File: config.mk
export PLATFORM = sky130hd
export DESIGN_NAME = sound_mixer_seq_flat
export DESIGN_NICKNAME = d
export VERILOG_FILES = /design/src/rtl/sound_mixer_seq_if.sv /design/src/rtl/sound_mixer_seq.sv /design/src/flat_wrapper.sv
export SDC_FILE = /design/constraint.sdc
export NUM_CORES = 1
export LEC_CHECK = 0
export ABC_CLOCK_PERIOD_IN_PS = 4500
export CAP_MARGIN = 20
export CORE_UTILIZATION = 55
export CTS_BUF_LIST = sky130_fd_sc_hd__clkbuf_8
export CTS_CLUSTER_SIZE = 14
export DETAILED_ROUTE_END_ITERATION = 8
export GPL_TIMING_DRIVEN = 1
export PLACE_DENSITY_LB_ADDON = 0.08
export SKIP_LAST_GASP = 1
export SLEW_MARGIN = 25
export SYNTH_ARGS = -nofsm -noshare
export SYNTH_HDL_FRONTEND = slang
export SYNTH_SLANG_ARGS = --single-unit
File: constraint.sdc
create_clock -name clk -period 4.5 [get_ports clk]
set_clock_uncertainty 0.2 [all_clocks]
set_input_delay 1.35 -clock clk [delete_from_list [all_inputs] [get_ports clk]]
set_output_delay 1.35 -clock clk [all_outputs]
set_load 0.005 [all_outputs]
File: src/rtl/sound_mixer_seq_if.sv
// sound_mixer_seq_if: control, channel-level and stereo sample stream bundle between the
// channel generators, the sequential mixer and the audio output path.
interface sound_mixer_seq_if #(
    parameter int NCH = 4,
    parameter int LW  = 4,
    parameter int VW  = 3,
    parameter int OW  = 16
);
    logic              enable;
    logic              sample_tick;
    logic              clr_overrun;
    logic              out_ready;
    logic              out_valid;
    logic              busy;
    logic              overrun;
    logic [NCH*LW-1:0] levels;
    logic [NCH-1:0]    pan_l;
    logic [NCH-1:0]    pan_r;
    logic [VW-1:0]     vol_l;
    logic [VW-1:0]     vol_r;
    logic [OW-1:0]     out_l;
    logic [OW-1:0]     out_r;

    modport master (
        output enable, sample_tick, clr_overrun, out_ready, levels, pan_l, pan_r, vol_l, vol_r,
        input  out_valid, busy, overrun, out_l, out_r
    );

    modport slave (
        input  enable, sample_tick, clr_overrun, out_ready, levels, pan_l, pan_r, vol_l, vol_r,
        output out_valid, busy, overrun, out_l, out_r
    );
endinterface

File: src/rtl/sound_mixer_seq.sv
// sound_mixer_seq: time-multiplexed NCH-channel stereo mixer with panning and master volume,
// emitting PCM sample pairs on a valid/ready stream.
module sound_mixer_seq #(
    parameter int NCH         = 4,
    parameter int LW          = 4,
    parameter int VW          = 3,
    parameter int OW          = 16,
    parameter int SIGNED_MODE = 0
) (
    input logic              clk,
    input logic              rst,
    sound_mixer_seq_if.slave bus
);
    localparam int AW = LW + $clog2(NCH);
    localparam int PW = AW + VW;
    localparam int IW = NCH > 1 ? $clog2(NCH) : 1;

    typedef enum logic [1:0] {IDLE, ACCUM, SCALE, EMIT} state_t;

    state_t            state_q;
    logic [NCH*LW-1:0] lev_q;
    logic [NCH-1:0]    pl_q, pr_q;
    logic [VW-1:0]     vl_q, vr_q;
    logic [IW-1:0]     idx_q;
    logic [AW-1:0]     acc_l_q, acc_r_q, term;
    logic [PW-1:0]     prod_l_q, prod_r_q;
    logic [OW-1:0]     out_l_q, out_r_q;
    logic              out_valid_q, overrun_q;
    logic [LW-1:0]     lvl;
    logic              start, load, set_ovr, last;

    // Sign-extends the accumulator in centred mode so the low PW bits of the product are exact.
    function automatic logic [PW-1:0] scale(input logic [AW-1:0] acc, input logic [VW-1:0] vol);
        logic [PW-1:0] ext;
        ext = {{VW{SIGNED_MODE != 0 && acc[AW-1]}}, acc};
        return ext * PW'({1'b0, vol} + 1'b1);
    endfunction

    assign lvl     = lev_q[idx_q*LW +: LW];
    assign term    = SIGNED_MODE != 0 ? AW'(lvl) - AW'(2**(LW-1)) : AW'(lvl);
    assign last    = idx_q == IW'(NCH-1);
    assign start   = state_q == IDLE && bus.sample_tick;
    assign load    = state_q == EMIT && (!out_valid_q || bus.out_ready);
    assign set_ovr = (state_q != IDLE && bus.sample_tick) || (state_q == EMIT && !load);

    assign bus.out_l     = out_l_q;
    assign bus.out_r     = out_r_q;
    assign bus.out_valid = out_valid_q;
    assign bus.overrun   = overrun_q;
    assign bus.busy      = state_q != IDLE;

    always_ff @(posedge clk or posedge rst) begin
        if (rst) begin
            state_q     <= IDLE;
            lev_q       <= '0;
            pl_q        <= '0;
            pr_q        <= '0;
            vl_q        <= '0;
            vr_q        <= '0;
            idx_q       <= '0;
            acc_l_q     <= '0;
            acc_r_q     <= '0;
            prod_l_q    <= '0;
            prod_r_q    <= '0;
            out_l_q     <= '0;
            out_r_q     <= '0;
            out_valid_q <= 1'b0;
            overrun_q   <= 1'b0;
        end else if (!bus.enable) begin
            state_q     <= IDLE;
            idx_q       <= '0;
            acc_l_q     <= '0;
            acc_r_q     <= '0;
            out_l_q     <= '0;
            out_r_q     <= '0;
            out_valid_q <= 1'b0;
            overrun_q   <= overrun_q && !bus.clr_overrun;
        end else begin
            overrun_q <= set_ovr || (overrun_q && !bus.clr_overrun);
            case (state_q)
                IDLE: if (start) begin
                    lev_q   <= bus.levels;
                    pl_q    <= bus.pan_l;
                    pr_q    <= bus.pan_r;
                    vl_q    <= bus.vol_l;
                    vr_q    <= bus.vol_r;
                    acc_l_q <= '0;
                    acc_r_q <= '0;
                    idx_q   <= '0;
                    state_q <= ACCUM;
                end
                ACCUM: begin
                    acc_l_q <= acc_l_q + (pl_q[idx_q] ? term : '0);
                    acc_r_q <= acc_r_q + (pr_q[idx_q] ? term : '0);
                    idx_q   <= idx_q + 1'b1;
                    state_q <= last ? SCALE : ACCUM;
                end
                SCALE: begin
                    prod_l_q <= scale(acc_l_q, vl_q);
                    prod_r_q <= scale(acc_r_q, vr_q);
                    state_q  <= EMIT;
                end
                default: state_q <= IDLE;
            endcase
            if (load) begin
                out_l_q     <= OW'(prod_l_q) << (OW - PW);
                out_r_q     <= OW'(prod_r_q) << (OW - PW);
                out_valid_q <= 1'b1;
            end else if (out_valid_q && bus.out_ready) begin
                out_valid_q <= 1'b0;
            end
        end
    end
endmodule

File: src/flat_wrapper.sv
// flat-port wrapper written by rule: the top's interface ports become plain ports
module sound_mixer_seq_flat 
#(
    parameter int NCH         = 4,
    parameter int LW          = 4,
    parameter int VW          = 3,
    parameter int OW          = 16,
    parameter int SIGNED_MODE = 0
)
  (clk, rst, bus_enable, bus_sample_tick, bus_clr_overrun, bus_out_ready, bus_levels, bus_pan_l, bus_pan_r, bus_vol_l, bus_vol_r, bus_out_valid, bus_busy, bus_overrun, bus_out_l, bus_out_r);
  sound_mixer_seq_if #(.NCH(NCH), .LW(LW), .VW(VW), .OW(OW)) bus_i ();
  input logic clk;
  input logic rst;
  input wire logic [$bits(bus_i.enable)-1:0] bus_enable;
  input wire logic [$bits(bus_i.sample_tick)-1:0] bus_sample_tick;
  input wire logic [$bits(bus_i.clr_overrun)-1:0] bus_clr_overrun;
  input wire logic [$bits(bus_i.out_ready)-1:0] bus_out_ready;
  input wire logic [$bits(bus_i.levels)-1:0] bus_levels;
  input wire logic [$bits(bus_i.pan_l)-1:0] bus_pan_l;
  input wire logic [$bits(bus_i.pan_r)-1:0] bus_pan_r;
  input wire logic [$bits(bus_i.vol_l)-1:0] bus_vol_l;
  input wire logic [$bits(bus_i.vol_r)-1:0] bus_vol_r;
  output wire logic [$bits(bus_i.out_valid)-1:0] bus_out_valid;
  output wire logic [$bits(bus_i.busy)-1:0] bus_busy;
  output wire logic [$bits(bus_i.overrun)-1:0] bus_overrun;
  output wire logic [$bits(bus_i.out_l)-1:0] bus_out_l;
  output wire logic [$bits(bus_i.out_r)-1:0] bus_out_r;
  assign bus_i.enable = bus_enable;
  assign bus_i.sample_tick = bus_sample_tick;
  assign bus_i.clr_overrun = bus_clr_overrun;
  assign bus_i.out_ready = bus_out_ready;
  assign bus_i.levels = bus_levels;
  assign bus_i.pan_l = bus_pan_l;
  assign bus_i.pan_r = bus_pan_r;
  assign bus_i.vol_l = bus_vol_l;
  assign bus_i.vol_r = bus_vol_r;
  assign bus_out_valid = bus_i.out_valid;
  assign bus_busy = bus_i.busy;
  assign bus_overrun = bus_i.overrun;
  assign bus_out_l = bus_i.out_l;
  assign bus_out_r = bus_i.out_r;
  sound_mixer_seq #(.NCH(NCH), .LW(LW), .VW(VW), .OW(OW), .SIGNED_MODE(SIGNED_MODE)) u_core (.clk(clk), .rst(rst), .bus(bus_i));
endmodule
Word-level counts from Yosys, hierarchy flattened
Cells that the tools add are included.
{"block": "classes", "reduce_logical": 17, "order_cmp": 1, "shift": 1, "addsub": 5, "mul": 2, "muxes": 26, "eq_ne": 8}
{"operator": "$mux W16", "n": 4}
{"operator": "$pmux W6 S2", "n": 2}
{"operator": "$mul A6 B9 Y9", "n": 2}
{"operator": "$mux W6", "n": 3}
{"operator": "$shiftx A16 B5 Y4", "n": 1}
{"operator": "$add A6 B6 Y6", "n": 2}
{"operator": "$mux W2", "n": 5}
{"operator": "$add A3 B1 Y4 const B", "n": 2}
{"operator": "$mux W4", "n": 2}
{"operator": "$eq A2 B2 Y1 const B", "n": 3}
{"operator": "$logic_and A1 B1 Y1", "n": 6}
{"operator": "$mux W1", "n": 6}
{"operator": "$ne A3 B1 Y1 const B", "n": 2}
{"operator": "$pmux W2 S3", "n": 1}
{"operator": "$bmux W1 S2", "n": 2}
{"operator": "$pmux W2 S2", "n": 1}
{"operator": "$reduce_and A2 Y1", "n": 2}
{"operator": "$logic_not A1 Y1", "n": 3}
{"operator": "$logic_or A1 B1 Y1", "n": 3}
{"operator": "$lt A2 B3 Y1 const B", "n": 1}
{"operator": "$ne A3 B2 Y1 const B", "n": 1}
{"operator": "$reduce_and A3 Y1", "n": 1}
{"operator": "$add A2 B1 Y2 const B", "n": 1}
{"operator": "$eq A2 B1 Y1 const B", "n": 1}
{"operator": "3 further kinds", "n": 3}
{"block": "word_totals", "elab_cells": 75, "out_inout_bits": 35, "inputBits": 36, "register_bits": 98}

Longest topological paths before layout
Gate-level depths: netlist (run 1).
{"block": "logic_depth", "word_depth": 8, "ltp_mapped": 13, "mapped_depth_nobuf": 13}

Least setup slack after synthesis (run 1)
OpenSTA, ideal clock, no wires.
{"block": "synth_timing", "kind": "reg2reg", "start": "register u_core.vl_q[0]", "end": "register u_core.prod_l_q[8]", "required_ns": 4.177, "synth_period_minus_slack_ns": 3.583, "path_slack_ns": 0.917, "arrival_ns": 3.260, "stages_incl_launch_ff": 14, "cell_sequence": "dfrtp_1 > ha_1 > xor2_1 > and2_1 > fa_1 > inv_1 > fa_1 > inv_1 > ha_1 > nor2b_1 > o21a_1 > a311o_1 > xnor2_1 > o21ai_1"}
{"block": "synth_between", "elab_chain_cells": 2}
{"item": "from (decl)", "line": "sound_mixer_seq.sv:23", "rtl": "logic [VW-1:0] vl_q, vr_q;"}
{"item": "from (signal assigned)", "line": "sound_mixer_seq.sv:85", "rtl": "vl_q <= bus.vol_l;"}
{"item": "$add A3 B1 Y4", "line": "sound_mixer_seq.sv:36", "rtl": "return ext * PW'({1'b0, vol} + 1'b1);"}
{"item": "$mul A6 B9 Y9", "line": "sound_mixer_seq.sv:36"}
{"item": "to (signal assigned)", "line": "sound_mixer_seq.sv:99", "rtl": "prod_l_q <= scale(acc_l_q, vl_q);"}
{"item": "to (decl)", "line": "sound_mixer_seq.sv:26", "rtl": "logic [PW-1:0] prod_l_q, prod_r_q;"}
Every way passes these cells.
A chain may end at the register's enable or synchronous reset.

Worst setup path after layout (run 1)
Ends and elaborated chain as after synthesis.

==> impl_metrics.env, run 1 <==
export IMPL_status="finished, final reports clean"
export IMPL_pwr_share_comb=0.205
export IMPL_gp_congestion=0.880
export IMPL_num_rows=35
export IMPL_yosysMostFrequentCell="dfrtp_1"
export IMPL_fin_crit_sh=0.846
export IMPL_ys_seq_area_frac=0.392
export IMPL_clk_latency_ps=350
export IMPL_gr_total_overflow=0
export IMPL_grt_pass1_vias=3335
export IMPL_worstMarginPinSlew_ps=717
export IMPL_holdCritPathClass="reg -> reg"
export IMPL_setup_ws_ps=693
export IMPL_route_detailed_drc=0
export IMPL_synth_compound_area_frac=0.106
export IMPL_total_power_mw=1.73
export IMPL_die_w_um=101
export IMPL_synth_top_family_by_area="adder cells"
export IMPL_slew_violations=0
export IMPL_fin_nets=628
export IMPL_final_setup_viol_count=0
export IMPL_slew_headroom=0.522
export IMPL_p_int_mw=1.27
export IMPL_powerDensity_mw_per_mm2=284
export IMPL_io_pins=71
export IMPL_synth_edf_count=0
export IMPL_drt_iter0_drc=118
export IMPL_cp_end_kind="register"
export IMPL_grt_pass1_wl_um=15600
export IMPL_netlist_top_cells_count="84 x dfrtp_1, 80 x nand2_1, 35 x ha_1"
export IMPL_htreeDepth=3
export IMPL_nFillCells=782
export IMPL_cts_hold_buf=0
export IMPL_synthCells=488
export IMPL_maxCapViolCount=0
export IMPL_yosysTopAreaCellShare=0.392
export IMPL_synthSimpleGateAreaFrac=0.142
export IMPL_grt_max_degree=68
export IMPL_ant_nets=0
export IMPL_ys_top_cells_by_area="dfrtp_1 39%, mux2_4 8.4%, ha_1 8.2%"
export IMPL_coreArea_mm2=0.00933
export IMPL_synth_top_area_cell="dfrtp_1"
export IMPL_io_buffers=56
export IMPL_path_clk_slew_ps=80
export IMPL_routed_via_density=5.06
export IMPL_final_cells=673
export IMPL_vias=3408
export IMPL_grtUsageTotal=0.198
export IMPL_fin_setup_tns_ps=0
export IMPL_period_needed_ps=3810
export IMPL_cts_tree="built"
export IMPL_cts_buffers=9
export IMPL_cts_resized_gates=0
export IMPL_max_freq_mhz=263
export IMPL_critPathKind="reg -> reg"
export IMPL_clockBufferDepth=2
export IMPL_clock_sinks=84
export IMPL_dr_pass1_iters=4
export IMPL_rsz0062_at_grt="false"
export IMPL_ys_async_sr_fraction=1.00
export IMPL_max_vdd_ir_drop_mv=0.150
export IMPL_switchingPower_uw=466
export IMPL_syn_avg_cell_area_um2=11.0
export IMPL_dieArea_mm2=0.0101
export IMPL_syn_to_final_growth_pct=13.9
export IMPL_arrival_ps=3820
export IMPL_power_leakage_nw=2.87
export IMPL_detail_route_wl_per_cell_um=13.2
export IMPL_postCtsSetupBuffers=0
export IMPL_synth_xor_area_frac=0.0294
export IMPL_ys_types=42
export IMPL_initial_core_util=0.575
export IMPL_hpwl_um=6720
export IMPL_finalWirelength_um=8860
export IMPL_netSwitchingFraction=0.269
export IMPL_pwr_share_clk=0.291
export IMPL_antennaDiodeCount=0
export IMPL_drive_above_1_share=0.119
export IMPL_synth_fa_ha_area_frac=0.149
export IMPL_pre_cts_slack_ps=675
export IMPL_crit_required_ps=4510
export IMPL_dp_cells=657
export IMPL_syn_area_mm2=0.00536
export IMPL_muxShareOfSynthArea=0.118
export IMPL_yosys_warnings=0
export IMPL_critPathLaunchType="register"
export IMPL_pwr_share_seq=0.504
export IMPL_hold_violations=0
export IMPL_ys_flop_type="dfrtp_1"
export IMPL_ctsRootBufferMaster="clkbuf_8"
export IMPL_antenna_found_initial=0
export IMPL_synth_seq_cells=84
export IMPL_critPathMaxFanout=9
export IMPL_chipHeight_um=101
[cells in the final DEF (no fill, tap or decap), types with 3 or more instances in the layout]
master	instances
xor2_1	12
xnor2_1	6
a21boi_0	9
inv_1	25
fa_1	18
nand2b_1	8
clkinv_2	4
o211ai_1	8
dfrtp_1	84
o21a_1	7
a21oi_1	11
nor2b_1	16
a21boi_1	10
clkbuf_8	12
mux2_2	3
a22o_1	6
nand2_1	80
nor2_1	7
mux2_4	30
mux4_2	6
o21ai_0	11
and2_1	28
a21o_1	9
clkdlybuf4s50_1	56
ha_1	35
o21ai_1	8
conb_1	14
[worst paths after layout]
| kind | from | to | slack [ps] | cells past startpoint |
|---|---|---|---|---|
| worst max-delay path | u_core.vl_q[0] | u_core.prod_l_q[8] | 690 | 13 |
| worst min-delay path | u_core.prod_l_q[6] | u_core.prod_l_q[6] | 280 | 2 |
| worst max register to register | u_core.vl_q[0] | u_core.prod_l_q[8] | 690 | 13 |
| worst min register to register | u_core.prod_l_q[6] | u_core.prod_l_q[6] | 280 | 2 |
| max in group asynchronous | rst | u_core.bus.out_r[12] | 2400 | 3 |
| min in group asynchronous | rst | u_core.lev_q[3] | 1060 | 2 |
[power by group through the flow]
stage	combinational, mW	sequential (mW)	clock (mW)
global placement	0.352	0.885	0
floorplan	0.298	0.866	0
finish	0.356	0.874	0.504
detailed placement	0.359	0.889	0
CTS	0.361	0.874	0.520
global route	0.399	0.885	0.547
[worst max-delay path, stage by stage (launching register included)]
cell	delay [ps]
dfrtp_1	470
ha_1	240
xor2_1	180
and2_1	190
fa_1	500
inv_1	50
fa_1	530
inv_1	40
ha_1	320
nor2b_1	150
o21a_1	180
a311o_1	360
xnor2_1	190
o21ai_1	70
[layout make-up]
class,instances,area [um^2],share of cell area
clock buffers,12,165,0.0270
clock inverters,4,22.5,0.00369
inverters,26,98.8,0.0162
multi-input cells,360,2970,0.486
flip-flops and latches,84,2100,0.344
well taps,129,161,0.0264
repair buffers,58,588,0.0963
[flip-flops by register name, indices dropped and copies added, names as in the netlist, 2 cells and up]
name and flops:
u_core.acc_l_q 6, u_core.acc_r_q 6, u_core.bus.out_l 9, u_core.bus.out_r 9, u_core.idx_q 2, u_core.lev_q 16
u_core.pl_q 4, u_core.pr_q 4, u_core.prod_l_q 9, u_core.prod_r_q 9, u_core.state_q 2, u_core.vl_q 3
u_core.vr_q 3
[layer usage]
layer	GRT usage	wire (um)
met5	0	0
met4	0.0814	145
met3	0.0257	287
met2	0.310	3990
met1	0.279	4440
[per-stage QoR]
step	util	cell area [um^2]	hold slack (ps)
finish	0.655	6110	283
detailed placement	0.635	5920	271
global route	0.655	6110	304
floorplan	-	5410	250
global placement	0.635	5920	263
CTS	0.655	6110	290
[cells by family (layout without fill, tap and decap cells)]
kind of cell               Yosys count  in the layout
buffers and inverters               57            100
and+or+nand+nor                    151            151
adders and majority gates           53             53
AOI/OAI and AO/OA                   84             84
other                                1             14
xor gates and xnor gates            18             18
DFF                                 84             84
muxes                               40             40
(Power assumes the default switching activity.)
==> run 2: changes to the inputs <==
- ABC_CLOCK_PERIOD_IN_PS: 4500 -> 3800
- clock period: 4.5 -> 3.8 ns (I/O delays scaled with it)
==> impl_metrics.env, run 2 (synthesis gave the netlist of run 1 again) <==
export IMPL_hold_violations=0
export IMPL_crit_chain="ha_1, xor2_1, and2_4, fa_1, inv_1, fa_1, inv_1, ha_1, nor2b_1, o21a_1, a311o_1, xnor2_1, o21ai_1"
export IMPL_pwr_share_seq=0.456
export IMPL_antenna_found_initial=0
export IMPL_holdCritPathClass="reg -> reg"
export IMPL_pwr_share_clk=0.342
export IMPL_gp_congestion=0.861
export IMPL_die_w_um=101
export IMPL_io_buffers=56
export IMPL_coreArea_mm2=0.00933
export IMPL_routed_via_density=5.06
export IMPL_vias=3439
export IMPL_drive_above_1_share=0.135
export IMPL_clk_latency_ps=350
export IMPL_cpMaxStageDelayCell="fa_1"
export IMPL_slew_violations=0
export IMPL_mostFrequentLayoutCell="dfrtp_1"
export IMPL_antennaDiodeCount=0
export IMPL_status="finished, final reports clean"
export IMPL_dr_pass1_iters=4
export IMPL_critPathKind="reg -> reg"
export IMPL_syn_to_final_growth_pct=16.6
export IMPL_slew_headroom=0.557
export IMPL_drt_iter0_drc=98
export IMPL_cpPeakStageDelay_ps=520
export IMPL_p_int_mw=1.68
export IMPL_clock_sinks=84
export IMPL_detail_route_wl_per_cell_um=13.5
export IMPL_num_rows=35
export IMPL_setup_ws_ps=167
export IMPL_powerDensity_mw_per_mm2=362
export IMPL_critPathMaxFanout=6
export IMPL_final_setup_viol_count=0
export IMPL_seqCellArea_mm2=0.00210
export IMPL_fin_nets=634
export IMPL_fin_crit_sh=0.956
export IMPL_hpwl_um=6950
export IMPL_period_needed_ps=3630
export IMPL_nFillCells=771
export IMPL_finalCoreUtilization=0.670
export IMPL_pre_cts_slack_ps=87.5
export IMPL_max_vdd_ir_drop_mv=0.220
export IMPL_cts_buffers=9
export IMPL_grt_pass1_wl_um=16000
export IMPL_cts_hold_buf=0
export IMPL_maxCapViolCount=0
export IMPL_worstHoldPathCells=2
export IMPL_route_detailed_drc=0
export IMPL_gr_total_overflow=0
export IMPL_io_pins=71
export IMPL_max_freq_mhz=275
export IMPL_top_register="u_core.lev_q"
export IMPL_switchingPower_uw=575
export IMPL_grt_max_degree=49
export IMPL_largest_register_ffs=16
export IMPL_pwr_share_comb=0.202
export IMPL_design_area_mm2=0.00625
export IMPL_hold_ws_ps=289
export IMPL_dieArea_mm2=0.0101
export IMPL_clockBufferDepth=2
export IMPL_netSwitchingFraction=0.254
export IMPL_ant_nets=0
export IMPL_worstMarginPinSlew_ps=664
export IMPL_grtUsageTotal=0.200
export IMPL_crit_required_ps=3820
export IMPL_initial_core_util=0.575
export IMPL_rsz0062_at_grt="false"
export IMPL_critPathLaunchType="register"
export IMPL_dp_cells=661
export IMPL_final_cells=679
export IMPL_total_power_mw=2.26
export IMPL_cts_tree="built"
export IMPL_power_leakage_nw=2.92
export IMPL_worst_r2r_cell_count=13
export IMPL_r2r_slack_ps=170
export IMPL_ctsRootBufferMaster="clkbuf_8"
export IMPL_placed_cell_area_mm2=0.00596
export IMPL_grt_pass1_vias=3411
export IMPL_path_clk_slew_ps=80
export IMPL_finalWirelength_um=9190
export IMPL_htreeDepth=3
export IMPL_layout_common_cells="84 x dfrtp_1, 80 x nand2_1, 56 x clkdlybuf4s50_1, 34 x ha_1, 30 x mux2_4"
export IMPL_fin_setup_tns_ps=0
export IMPL_chipHeight_um=101
export IMPL_arrival_ps=3650
export IMPL_cp_end_kind="register"
export IMPL_multi_input_area_mm2=0.00299
-- run 2: cell count changes in the layout (fill, tap and decap cells not counted), sizes merged --
cell	before	now
buf	2	8
bufinv	0	3
clkbuf	12	10
clkinv	4	3
-- run 2: layer usage --
layer | global-route usage | part of all wire | up-vias
met3 | 0.0305 | 0.038 | 13
met1 | 0.273 | 0.48 | 1618
met2 | 0.327 | 0.46 | 78
met4 | 0.0725 | 0.015 | 0
met5 | 0 | 0 | -
li1 | - | - | 1730
-- run 2: path summary, 6_finish.rpt --
check | start | end
setup / recovery | u_core.vr_q[1] | u_core.prod_r_q[8]
hold / removal | u_core.prod_l_q[4] | u_core.prod_l_q[4]
setup reg to reg | u_core.vr_q[1] | u_core.prod_r_q[8]
hold reg to reg | u_core.prod_l_q[4] | u_core.prod_l_q[4]
max in group asynchronous | rst | u_core.bus.out_l[8]
min in group asynchronous | rst | u_core.lev_q[5]
-- run 2: critical path, delay by kind of cell, from the launching register on --
family	cells	cell delay [ps]
AO/OA/AOI/OAI	3	610
XOR/XNOR	2	340
adder cells (fa/ha/maj)	4	1520
buffers and inverters	2	90
flip-flops	1	400
AND/OR/NAND/NOR	2	330
-- run 2: repair_timing --
item                                    CTS  global route
hold endpoints to repair                  0             0
setup buffers                             0             2
resized for setup                         0             3
endpoints found under the setup margin    0             2
-- run 2: area by class of cell --
type / count / area share
clock buffers: 10 / 0.0220
clock inverters: 6 / 0.0178
inverters: 26 / 0.0158
multi-input cells: 360 / 0.479
flip-flops and latches: 84 / 0.336
well taps: 129 / 0.0258
repair buffers: 64 / 0.103
-- run 2: power groups by stage --
stage               Clock (mW)  Combinational [mW]  Sequential, mW
floorplan                    0               0.353            1.03
global placement             0               0.432            1.04
detailed placement           0               0.445            1.05
CTS                      0.790               0.450            1.03
global route             0.819               0.506            1.04
finish                   0.774               0.456            1.03
==> run 3: changes to the inputs <==
- CORE_MARGIN: not set -> 1.5
==> impl_metrics.env, run 3 (synthesis gave the netlist of run 1 again) <==
export IMPL_crit_required_ps=3810
export IMPL_vias=3489
export IMPL_critPathKind="reg -> reg"
export IMPL_route_detailed_drc=0
export IMPL_fin_crit_sh=0.961
export IMPL_grtUsageTotal=0.195
export IMPL_cpPeakStageDelay_ps=530
export IMPL_slew_violations=0
export IMPL_htreeDepth=3
export IMPL_cts_hold_buf=0
export IMPL_powerDensity_mw_per_mm2=369
export IMPL_finalWirelength_um=9280
export IMPL_max_vdd_ir_drop_mv=0.211
export IMPL_maxCapViolCount=0
export IMPL_grt_max_degree=51
export IMPL_cpMaxStageDelayCell="fa_1"
export IMPL_largest_register_ffs=16
export IMPL_drive_above_1_share=0.136
export IMPL_die_w_um=102
export IMPL_netSwitchingFraction=0.251
export IMPL_status="finished, final reports clean"
export IMPL_io_pins=71
export IMPL_critPathLaunchType="register"
export IMPL_pre_cts_slack_ps=75.5
export IMPL_dp_cells=661
export IMPL_mostFrequentLayoutCell="dfrtp_1"
export IMPL_worst_r2r_cell_count=13
export IMPL_clk_latency_ps=340
export IMPL_antennaDiodeCount=0
export IMPL_crit_chain="ha_1, xor2_2, and2_1, fa_1, inv_1, fa_1, inv_1, ha_4, nor2b_1, o21a_1, a311o_1, xnor2_1, o21ai_1"
export IMPL_p_int_mw=1.74
export IMPL_coreArea_mm2=0.00933
export IMPL_min_from="u_core.prod_l_q[5]"
export IMPL_power_leakage_nw=2.93
export IMPL_syn_to_final_growth_pct=17.3
export IMPL_final_setup_viol_count=0
export IMPL_hold_violations=0
export IMPL_dieArea_mm2=0.0103
export IMPL_detail_route_wl_per_cell_um=13.7
export IMPL_pwr_share_seq=0.444
export IMPL_ant_nets=0
export IMPL_chipHeight_um=102
export IMPL_gp_congestion=0.827
export IMPL_cts_buffers=9
export IMPL_pwr_share_clk=0.354
export IMPL_regToRegStartpoint="u_core.vr_q[0]"
export IMPL_finalCoreUtilization=0.674
export IMPL_antenna_found_initial=0
export IMPL_clock_sinks=84
export IMPL_layout_common_cells="84 x dfrtp_1, 80 x nand2_1, 56 x clkdlybuf4s50_1, 33 x ha_1, 30 x mux2_4"
export IMPL_path_clk_slew_ps=80
export IMPL_ctsRootBufferMaster="clkbuf_8"
export IMPL_critPathMaxFanout=6
export IMPL_pwr_share_comb=0.202
export IMPL_worstHoldEndpoint="u_core.prod_l_q[5]"
export IMPL_num_rows=35
export IMPL_initial_core_util=0.575
export IMPL_dr_pass1_iters=7
export IMPL_cts_tree="built"
export IMPL_rsz0062_at_grt="true"
export IMPL_holdCritPathClass="reg -> reg"
export IMPL_period_needed_ps=3650
export IMPL_timing_rr_end="u_core.prod_r_q[8]"
export IMPL_fin_nets=635
export IMPL_grt_pass1_wl_um=16000
export IMPL_cp_end_kind="register"
export IMPL_gr_total_overflow=0
export IMPL_clockBufferDepth=2
export IMPL_switchingPower_uw=581
export IMPL_final_cells=680
export IMPL_slew_headroom=0.565
export IMPL_max_freq_mhz=274
export IMPL_r2r_slack_ps=150
export IMPL_grt_pass1_vias=3439
export IMPL_drt_iter0_drc=140
export IMPL_top_register="u_core.lev_q"
export IMPL_worstMarginPinSlew_ps=652
export IMPL_arrival_ps=3660
export IMPL_setup_ws_ps=149
export IMPL_worstHoldPathCells=2
export IMPL_hpwl_um=6980
export IMPL_io_buffers=56
export IMPL_routed_via_density=5.13
run 3: stage by stage:
| stage | hold slack [ps] | area [um^2] | power [mW] | TNS [ps] |
|---|---|---|---|---|
| after floorplan | 250 | 5410 | 1.38 | 0 |
| after global placement | 263 | 5960 | 1.48 | 0 |
| after detailed placement | 271 | 5960 | 1.50 | 0 |
| after CTS | 292 | 6230 | 2.32 | 0 |
| after global routing | 319 | 6290 | 2.44 | -26.5 |
| final | 285 | 6290 | 2.32 | 0 |
run 3: how the worst max path moves through the flow:
stage                              start            endpoint  slack (ps)
after detailed placement  u_core.vr_q[0]  u_core.prod_r_q[8]          80
after CTS                 u_core.vr_q[0]  u_core.prod_r_q[8]          30
final                     u_core.vr_q[0]  u_core.prod_r_q[8]         150
after global placement    u_core.vr_q[0]  u_core.prod_r_q[8]         170
after floorplan           u_core.vl_q[0]  u_core.prod_l_q[8]         220
after global routing      u_core.vr_q[0]  u_core.prod_r_q[8]         -30
run 3: timing repair:
action	4_1_cts	5_1_grt
gates resized for setup	0	4
setup buffers	0	3
endpoints found under the setup margin	0	4
run 3: layout make-up:
type	count	area (um^2)
multi-input cells	360	3010
clock inverters	7	140
fillers	735	3040
well taps	129	161
inverters	26	98.8
flip-flops and latches	84	2100
repair buffers	65	653
clock buffers	9	124
run 3: layer usage:
metal | vias to the layer above | part of all wire | track usage
met5 | - | 0 | 0
met4 | 0 | 0.011 | 0.0641
met3 | 8 | 0.039 | 0.0331
met2 | 77 | 0.46 | 0.324
met1 | 1669 | 0.49 | 0.263
li1 | 1735 | - | -
run 3: power groups by stage:
stage	Clock (mW)	Combinational [mW]	Sequential, mW
finish	0.822	0.468	1.03
global route	0.873	0.521	1.04
CTS	0.836	0.456	1.03
detailed placement	0	0.450	1.05
global placement	0	0.434	1.04
floorplan	0	0.353	1.03
run 3: worst max-delay path: cells and delay by family, from the launching register on:
| kind | cells | cell delay (ps) |
|---|---|---|
| AOI/OAI and AO/OA | 3 | 620 |
| adders and majority gates | 4 | 1510 |
| DFF | 1 | 410 |
| and+or+nand+nor | 2 | 310 |
| xor gates and xnor gates | 2 | 340 |
| buffers and inverters | 2 | 120 |
